## src/rtl/bbc_timing_pkg.sv

```systemverilog
// Shared timing constants and stretch FSM state type for the 1 MHz bus logic.
`timescale 1ns/1ps
package bbc_timing_pkg;

    localparam int unsigned HALF_DIV_DEF = 16;
    localparam int unsigned PERIOD_1M    = 2 * HALF_DIV_DEF;
    localparam int unsigned CNT_W        = $clog2(PERIOD_1M);
    localparam int unsigned REM_W        = 2;

    typedef enum logic {
        IDLE    = 1'b0,
        STRETCH = 1'b1
    } stretch_state_e;

endpackage

```

## src/rtl/clken_divider.sv

```systemverilog
// Free-running 1 MHz phase counter: registered phi2 plus look-ahead boundary strobes.
`timescale 1ns/1ps
module clken_divider
    import bbc_timing_pkg::*;
#(
    parameter int unsigned HALF_DIV = HALF_DIV_DEF
) (
    input  logic clock,
    input  logic reset_n,
    output logic mid_c,
    output logic end_c,
    output logic mhz1_phi2
);

    localparam int unsigned PERIOD = 2 * HALF_DIV;
    localparam int unsigned W      = $clog2(PERIOD);

    logic [W-1:0] cnt_q;
    logic [W-1:0] cnt_d;
    logic         phi2_q;
    logic         phi2_d;

    // Next count wraps naturally because PERIOD is a power of two; strobes flag the value
    // cnt is about to take, so the consumer's registered outputs line up with cnt.
    always_comb begin
        cnt_d  = cnt_q + W'(1);
        mid_c  = (cnt_d == W'(HALF_DIV - 1));
        end_c  = (cnt_d == W'(PERIOD - 1));
        phi2_d = cnt_d[W-1];
    end

    // Counter and phi2 registers.
    always_ff @(posedge clock or negedge reset_n) begin
        if (!reset_n) begin
            cnt_q  <= '0;
            phi2_q <= 1'b0;
        end else begin
            cnt_q  <= cnt_d;
            phi2_q <= phi2_d;
        end
    end

    assign mhz1_phi2 = phi2_q;

endmodule

```

## src/rtl/mhz1_bus_stretch.sv

```systemverilog
// CPU clock-enable generator that stretches 1 MHz peripheral accesses onto the 1 MHz phase.
`timescale 1ns/1ps
module mhz1_bus_stretch
    import bbc_timing_pkg::*;
#(
    parameter int unsigned HALF_DIV = HALF_DIV_DEF
) (
    input  logic clock,
    input  logic reset_n,
    input  logic mhz1_enable,
    input  logic hold,
    output logic cpu_clken,
    output logic mhz1_clken,
    output logic mhz1_phi2,
    output logic io_cycle
);

    logic             mid_c;
    logic             end_c;
    stretch_state_e   state_q;
    stretch_state_e   state_d;
    logic [REM_W-1:0] rem_q;
    logic [REM_W-1:0] rem_d;
    logic             cpu_clken_q;
    logic             cpu_clken_d;
    logic             mhz1_clken_q;
    logic             mhz1_clken_d;
    logic             io_cycle_q;
    logic             io_cycle_d;

    clken_divider #(
        .HALF_DIV (HALF_DIV)
    ) u_div (
        .clock     (clock),
        .reset_n   (reset_n),
        .mid_c     (mid_c),
        .end_c     (end_c),
        .mhz1_phi2 (mhz1_phi2)
    );

    // Boundary decisions; a misaligned entry owes one suppression, paid at the next mid
    // boundary, so every 1 MHz access exits on an end boundary.
    always_comb begin
        state_d      = state_q;
        rem_d        = rem_q;
        cpu_clken_d  = 1'b0;
        mhz1_clken_d = end_c;
        case (state_q)
            IDLE: begin
                if ((mid_c || end_c) && !hold) begin
                    if (mhz1_enable) begin
                        state_d = STRETCH;
                        rem_d   = end_c ? REM_W'(1) : REM_W'(0);
                    end else begin
                        cpu_clken_d = 1'b1;
                    end
                end
            end
            STRETCH: begin
                if (mid_c && (rem_q != '0)) begin
                    rem_d = rem_q - REM_W'(1);
                end else if (end_c) begin
                    if (rem_q != '0) begin
                        rem_d = rem_q - REM_W'(1);
                    end else if (!hold) begin
                        cpu_clken_d = 1'b1;
                        state_d     = IDLE;
                    end
                end
            end
            default: begin
                state_d = IDLE;
                rem_d   = '0;
            end
        endcase
        io_cycle_d = (state_q == STRETCH) || (state_d == STRETCH);
    end

    // FSM state and registered outputs.
    always_ff @(posedge clock or negedge reset_n) begin
        if (!reset_n) begin
            state_q      <= IDLE;
            rem_q        <= '0;
            cpu_clken_q  <= 1'b0;
            mhz1_clken_q <= 1'b0;
            io_cycle_q   <= 1'b0;
        end else begin
            state_q      <= state_d;
            rem_q        <= rem_d;
            cpu_clken_q  <= cpu_clken_d;
            mhz1_clken_q <= mhz1_clken_d;
            io_cycle_q   <= io_cycle_d;
        end
    end

    assign cpu_clken  = cpu_clken_q;
    assign mhz1_clken = mhz1_clken_q;
    assign io_cycle   = io_cycle_q;

endmodule

```

## config.mk

```make
export PLATFORM = sky130hd
export DESIGN_NAME = mhz1_bus_stretch
export DESIGN_NICKNAME = d
export VERILOG_FILES = /design/src/rtl/bbc_timing_pkg.sv /design/src/rtl/clken_divider.sv /design/src/rtl/mhz1_bus_stretch.sv
export SDC_FILE = /design/constraint.sdc
export NUM_CORES = 1
export LEC_CHECK = 0
export CORE_AREA = 2 2 40 49
export DETAILED_ROUTE_END_ITERATION = 10
export DIE_AREA = 0 0 42 51
export GPL_TIMING_DRIVEN = 0
export PLACE_DENSITY_LB_ADDON = 0.12
export SLEW_MARGIN = 5
export SYNTH_ARGS = -nofsm -noshare
export SYNTH_HDL_FRONTEND = slang
export SYNTH_SLANG_ARGS = --single-unit
```

## constraint.sdc

```tcl
create_clock -name clock -period 1.9 [get_ports clock]
set_clock_uncertainty 0.1 [all_clocks]
set_input_delay 0.475 -clock clock [delete_from_list [all_inputs] [get_ports clock]]
set_output_delay 0.475 -clock clock [all_outputs]
set_load 0.1 [all_outputs]
```

=== After elaboration in Yosys (flattened, before gate mapping) ===
Index checks and enable logic that the tools add are counted.

* Bitwise logic cells: 1
* Eq/ne operators: 6
* Muxes and demuxes: 21
* Reduce and logical (&&, ||, !) cells: 7
* Shift operators: 0
* Add/subtract/negate cells: 2
* Div/mod/pow operators: 0
* Multiply operators: 0
* $lt $le $gt $ge: 0

{| class="wikitable"
|+ Operators with widths
! cell !! count
|-
| $mux 1 || 13
|-
| $mux 2 || 5
|-
| $add 5x1->5 const B || 1
|-
| $eq 5x4->1 const B || 1
|-
| $eq 5x5->1 const B || 1
|-
| $ne 2x2->1 const B || 2
|-
| $pmux 1 s2 || 2
|-
| $pmux 2 s2 || 1
|-
| $reduce_and 4->1 || 1
|-
| $ne 3x1->1 const B || 1
|-
| $ne 3x2->1 const B || 1
|-
| $logic_and 1x1->1 || 2
|-
| $logic_or 1x1->1 || 2
|-
| $reduce_bool 2->1 || 1
|-
| $sub 2x1->2 const B || 1
|-
| $logic_not 1->1 || 1
|-
| $not 1->1 || 1
|}

* Flip-flop bits (word level): 12
* Output and inout port bits: 4
* Logic and storage cells: 44
* Input port bits: 4
* Bits in writable memories: 0
* Memories kept: 0
* Latch bits: 0
* Bits in read-only memories: 0

=== Longest topological paths before layout ===
* Depth in word-level cells: 7
* Mapped depth: 6
* Gate-level depth less buffers: 6

=== By module ===
A second synthesis with hierarchy kept.

* Cell total of the unflattened synthesis: 51
* Area total of the unflattened synthesis: 553.0 um2

{| class="wikitable"
|+ Modules (own cells, without submodules)
! module !! cells each !! seq. area each (um2) !! area an instance (um2) !! instances
|-
| mhz1_bus_stretch || 28 || 150.1 || 304.0 || 1
|-
| clken_divider || 23 || 125.1 || 249.0 || 1
|}

=== Worst setup path before layout ===
Ideal clock, no wire load.

* Path type: reg2reg
* Start point: reg u_div.cnt_q[4]
* End point: reg state_q
* Cell stages (with the launch flop): 4
* Path buffers: 0
* Setup slack: 230 ps
* Required time: 1679 ps
* Clock period less this slack: 1670 ps
* Library setup time: 121 ps
* Data arrival time: 1449 ps
* Path through: dfrtp_1 xnor2_1 nand3_1 o22a_1

* Cells in the longest elaborated chain, start to end: 6
* Elaborated cells on any way between the ends: 10
* Those cells by class: add/sub (1); eq/ne (2); mux (4); reduce/logical (3)

{| class="wikitable"
|+ Ends and longest elaborated chain
! item !! RTL line !! source
|-
| from (decl) || clken_divider.sv:18 || <nowiki>logic [W-1:0] cnt_q;</nowiki>
|-
| from (signal assigned) || clken_divider.sv:38 || <nowiki>cnt_q <= cnt_d;</nowiki>
|-
| $add 5x1->5 (*) || clken_divider.sv:26 || <nowiki>cnt_d = cnt_q + W'(1);</nowiki>
|-
| named net u_div.cnt_d[4] || clken_divider.sv:19 || <nowiki>logic [W-1:0] cnt_d;</nowiki>
|-
| $eq 5x4->1 / $eq 5x5->1 (equally long branches) || clken_divider.sv:27, clken_divider.sv:28 ||
|-
| $logic_or 1x1->1 || mhz1_bus_stretch.sv:50 || <nowiki>if ((mid_c || end_c) && !hold) begin</nowiki>
|-
| $logic_and 1x1->1 || mhz1_bus_stretch.sv:50 ||
|-
| $mux 1 || mhz1_bus_stretch.sv:50 ||
|-
| $pmux 1 s2 (*) || mhz1_bus_stretch.sv:48 || <nowiki>case (state_q)</nowiki>
|-
| named net state_d || mhz1_bus_stretch.sv:21 || <nowiki>stretch_state_e state_d;</nowiki>
|-
| to (signal assigned) || mhz1_bus_stretch.sv:88 || <nowiki>state_q <= state_d;</nowiki>
|-
| to (decl) || mhz1_bus_stretch.sv:20 || <nowiki>stretch_state_e state_q;</nowiki>
|}

Mark *: on every way through the listed nets, which the timed path passes. The rest lies on a longest branch.
A chain may end at the register's enable or synchronous reset.

==> results.json <==
{
  "status": "finished, final reports clean",
  "layout_common_cells": "9 x dfrtp_1, 7 x inv_1",
  "wl_per_cell_um": 12.7,
  "min_path_type": "flop to flop",
  "synth_fp_nets": 69,
  "num_vias": 472,
  "grt_usage_pct": 13.4,
  "yosys.area_share.simple_pct": 22.9,
  "drv_slew": 0,
  "yosys.cell_types.count": 27,
  "critPathRequiredTime_ns": 1.32,
  "final_util_pct": 43.7,
  "p_leak_nw": 0.314,
  "synthMuxAreaShare_pct": 0,
  "vdd_drop_max_mv": 0.345,
  "hold_slack_ns": 0.395,
  "finalHoldViolations": 0,
  "path_cells": "clkdlybuf4s15_2",
  "ys_seq_elements": 11,
  "synth.cell_area_um2": 623,
  "placed_area_um2": 717,
  "via_per_inst": 5.13,
  "worst_pin_slew_ns": 0.547,
  "cts_sinks": 11,
  "crit_cells": 1,
  "synth-xor-area-share_pct": 4.22,
  "remaining_drc_errors": 0,
  "start_util_pct": 36.2,
  "io_buffers": 7,
  "yosys.area_share.adder_pct": 6.02,
  "start_kind": "flop",
  "stdcell_area_um2": 753,
  "cp.arrival_ns": 1.21,
  "fin_setup_tns_ns": 0,
  "grt_remaining_overflow": 0,
  "antenna_left": 0,
  "cts_setup_buffers": 0,
  "fin_nets": 81,
  "synth_top_family_by_area": "simple AND/OR/NAND/NOR gates",
  "slowest_delay_ns": 0.57,
  "synth.yosys.warnings": 0,
  "drv_cap": 0,
  "cp_slowest_cell": "clkdlybuf4s15_2",
  "syn2layout_area_growth_pct": 20.9,
  "p_per_area_nw_per_um2": 626,
  "cts_htree_levels": 1,
  "crit_family": "buffers and inverters",
  "reg2reg_depth": 5,
  "path_buf_inv": 1,
  "antenna_found_initial": 0,
  "fin_crit_ns": 1.78,
  "setup_viol": 0,
  "drive_gt1_share_pct": 23.3,
  "min_period_over_period_pct": 93.9,
  "die_w_um": 42,
  "placed_cells": 88,
  "grt_pass1_wl_um": 2180,
  "path_class": "flop to output pin",
  "dr.pass1.iters": 3,
  "hold_depth": 1,
  "cts_root_buffer": "clkbuf_4",
  "wl_um": 1170,
  "syn_inst": 62,
  "cp_max_fo": 3,
  "place_ws_ns": -0.175,
  "rrSetupSlack_ns": 0.17,
  "fin_cells": 92,
  "max_freq_ghz": 0.561,
  "total_power_mw": 0.471,
  "drtIter0Drc": 2,
  "ioPinCount": 8,
  "cts.path.max_buffers": 2,
  "ys_seq_area_share_pct": 44.2,
  "rsz0062_at_grt": "no",
  "final_common_cell": "dfrtp_1",
  "numCtsBuffers": 3,
  "relSlewSlack_pct": 63.7,
  "clk_latency_ns": 0.27,
  "dp_hpwl_um": 860,
  "cts_tree": "built",
  "syn_avg_cell_area_um2": 10.0,
  "finalWorstSetupSlack_ns": 0.116,
  "cts.clk_slew.worst_paths_ns": 0.08,
  "crit_path_end_kind": "output pin",
  "synth_compound_gate_area_share_pct": 16.9,
  "die_y_um": 51,
  "grt_max_degree": 12,
  "die_area_um2": 2140,
  "coreArea_um2": 1720,
  "rows": 17,
  "antenna_cells": 0,
  "gp_congestion": 0.639,
  "n_fill_cell": 177,
  "grt_pass1_vias": 511
}
## metal layers
metal	vias up	GRT usage, %	wire length (um)
met3	2	2.47	27
met2	5	21.6	570
li1	241	-	-
met1	224	16.6	553
met5	-	0	0
met4	0	8.06	14
## worst paths after layout
check / from / endpoint
max: u_div.cnt_q[4] / mhz1_phi2
min: rem_q[1] / rem_q[1]
max reg2reg: u_div.cnt_q[0] / rem_q[0]
min reg2reg: rem_q[1] / rem_q[1]
max in group asynchronous: reset_n / u_div.cnt_q[0]
min in group asynchronous: reset_n / rem_q[1]
## area by class of cell
cell class / instances / area, um^2 / area share (%)
buffer: 2 / 10.0 / 1.33
clock buffer: 4 / 26.3 / 3.49
inverter: 7 / 26.3 / 3.49
multi-input combinational: 42 / 314 / 41.7
sequential: 11 / 278 / 36.9
tap: 19 / 23.8 / 3.16
timing repair buffer: 7 / 75.1 / 9.97
## power by group
part | internal (mW) | total [mW] | switching, mW
clock network | 0.0812 | 0.162 | 0.0812
logic | 0.0244 | 0.0658 | 0.0414
registers | 0.241 | 0.243 | 0.00191
total | 0.347 | 0.471 | 0.125
## cell families (layout without fill, tap and decap cells)
| kind of cell | Yosys count | count (layout) |
|---|---|---|
| adder cells (fa/ha/maj) | 3 | 3 |
| XOR/XNOR | 3 | 3 |
| AND/OR/NAND/NOR | 24 | 24 |
| flip-flops | 11 | 11 |
| AO/OA/AOI/OAI | 12 | 12 |
| buffers and inverters | 9 | 20 |
## repair_timing
| item | CTS | global route |
|---|---|---|
| setup endpoints to repair | 4 | 4 |
| hold buffers | 0 | 0 |
| gates resized for setup | 12 | 3 |
## cells in the mapped netlist, drive strengths merged
cell | count | share of area (%)
ha | 3 | 6.0
and2b | 1 | 1.6
o21a | 1 | 1.2
nand4b | 1 | 1.4
xor2 | 1 | 1.4
inv | 7 | 4.2
a211o | 1 | 1.4
nand2b | 2 | 2.0
nor2 | 4 | 2.4
xnor2 | 2 | 2.8
nand3 | 4 | 3.2
a221oi | 1 | 4.2
o211ai | 1 | 1.2
nand4 | 2 | 2.0
o22a | 1 | 1.4
dfrtp | 11 | 44
or3 | 1 | 1.0
a21bo | 1 | 1.6
and4bb | 1 | 2.0
nor4 | 1 | 1.0
a211oi | 1 | 1.2
nand2 | 3 | 1.8
or2 | 2 | 2.0
o2bb2ai | 1 | 1.4
nand3b | 2 | 2.4
buf | 2 | 1.6
a21oi | 4 | 3.2
## state kept, by name, summed over array words and instances (netlist names)
name / cells
mhz1_clken: 1
state_q: 1
io_cycle: 1
cpu_clken: 1
rem_q: 2
u_div.cnt_q: 5
Note: power is estimated with default switching activity, not from simulation.
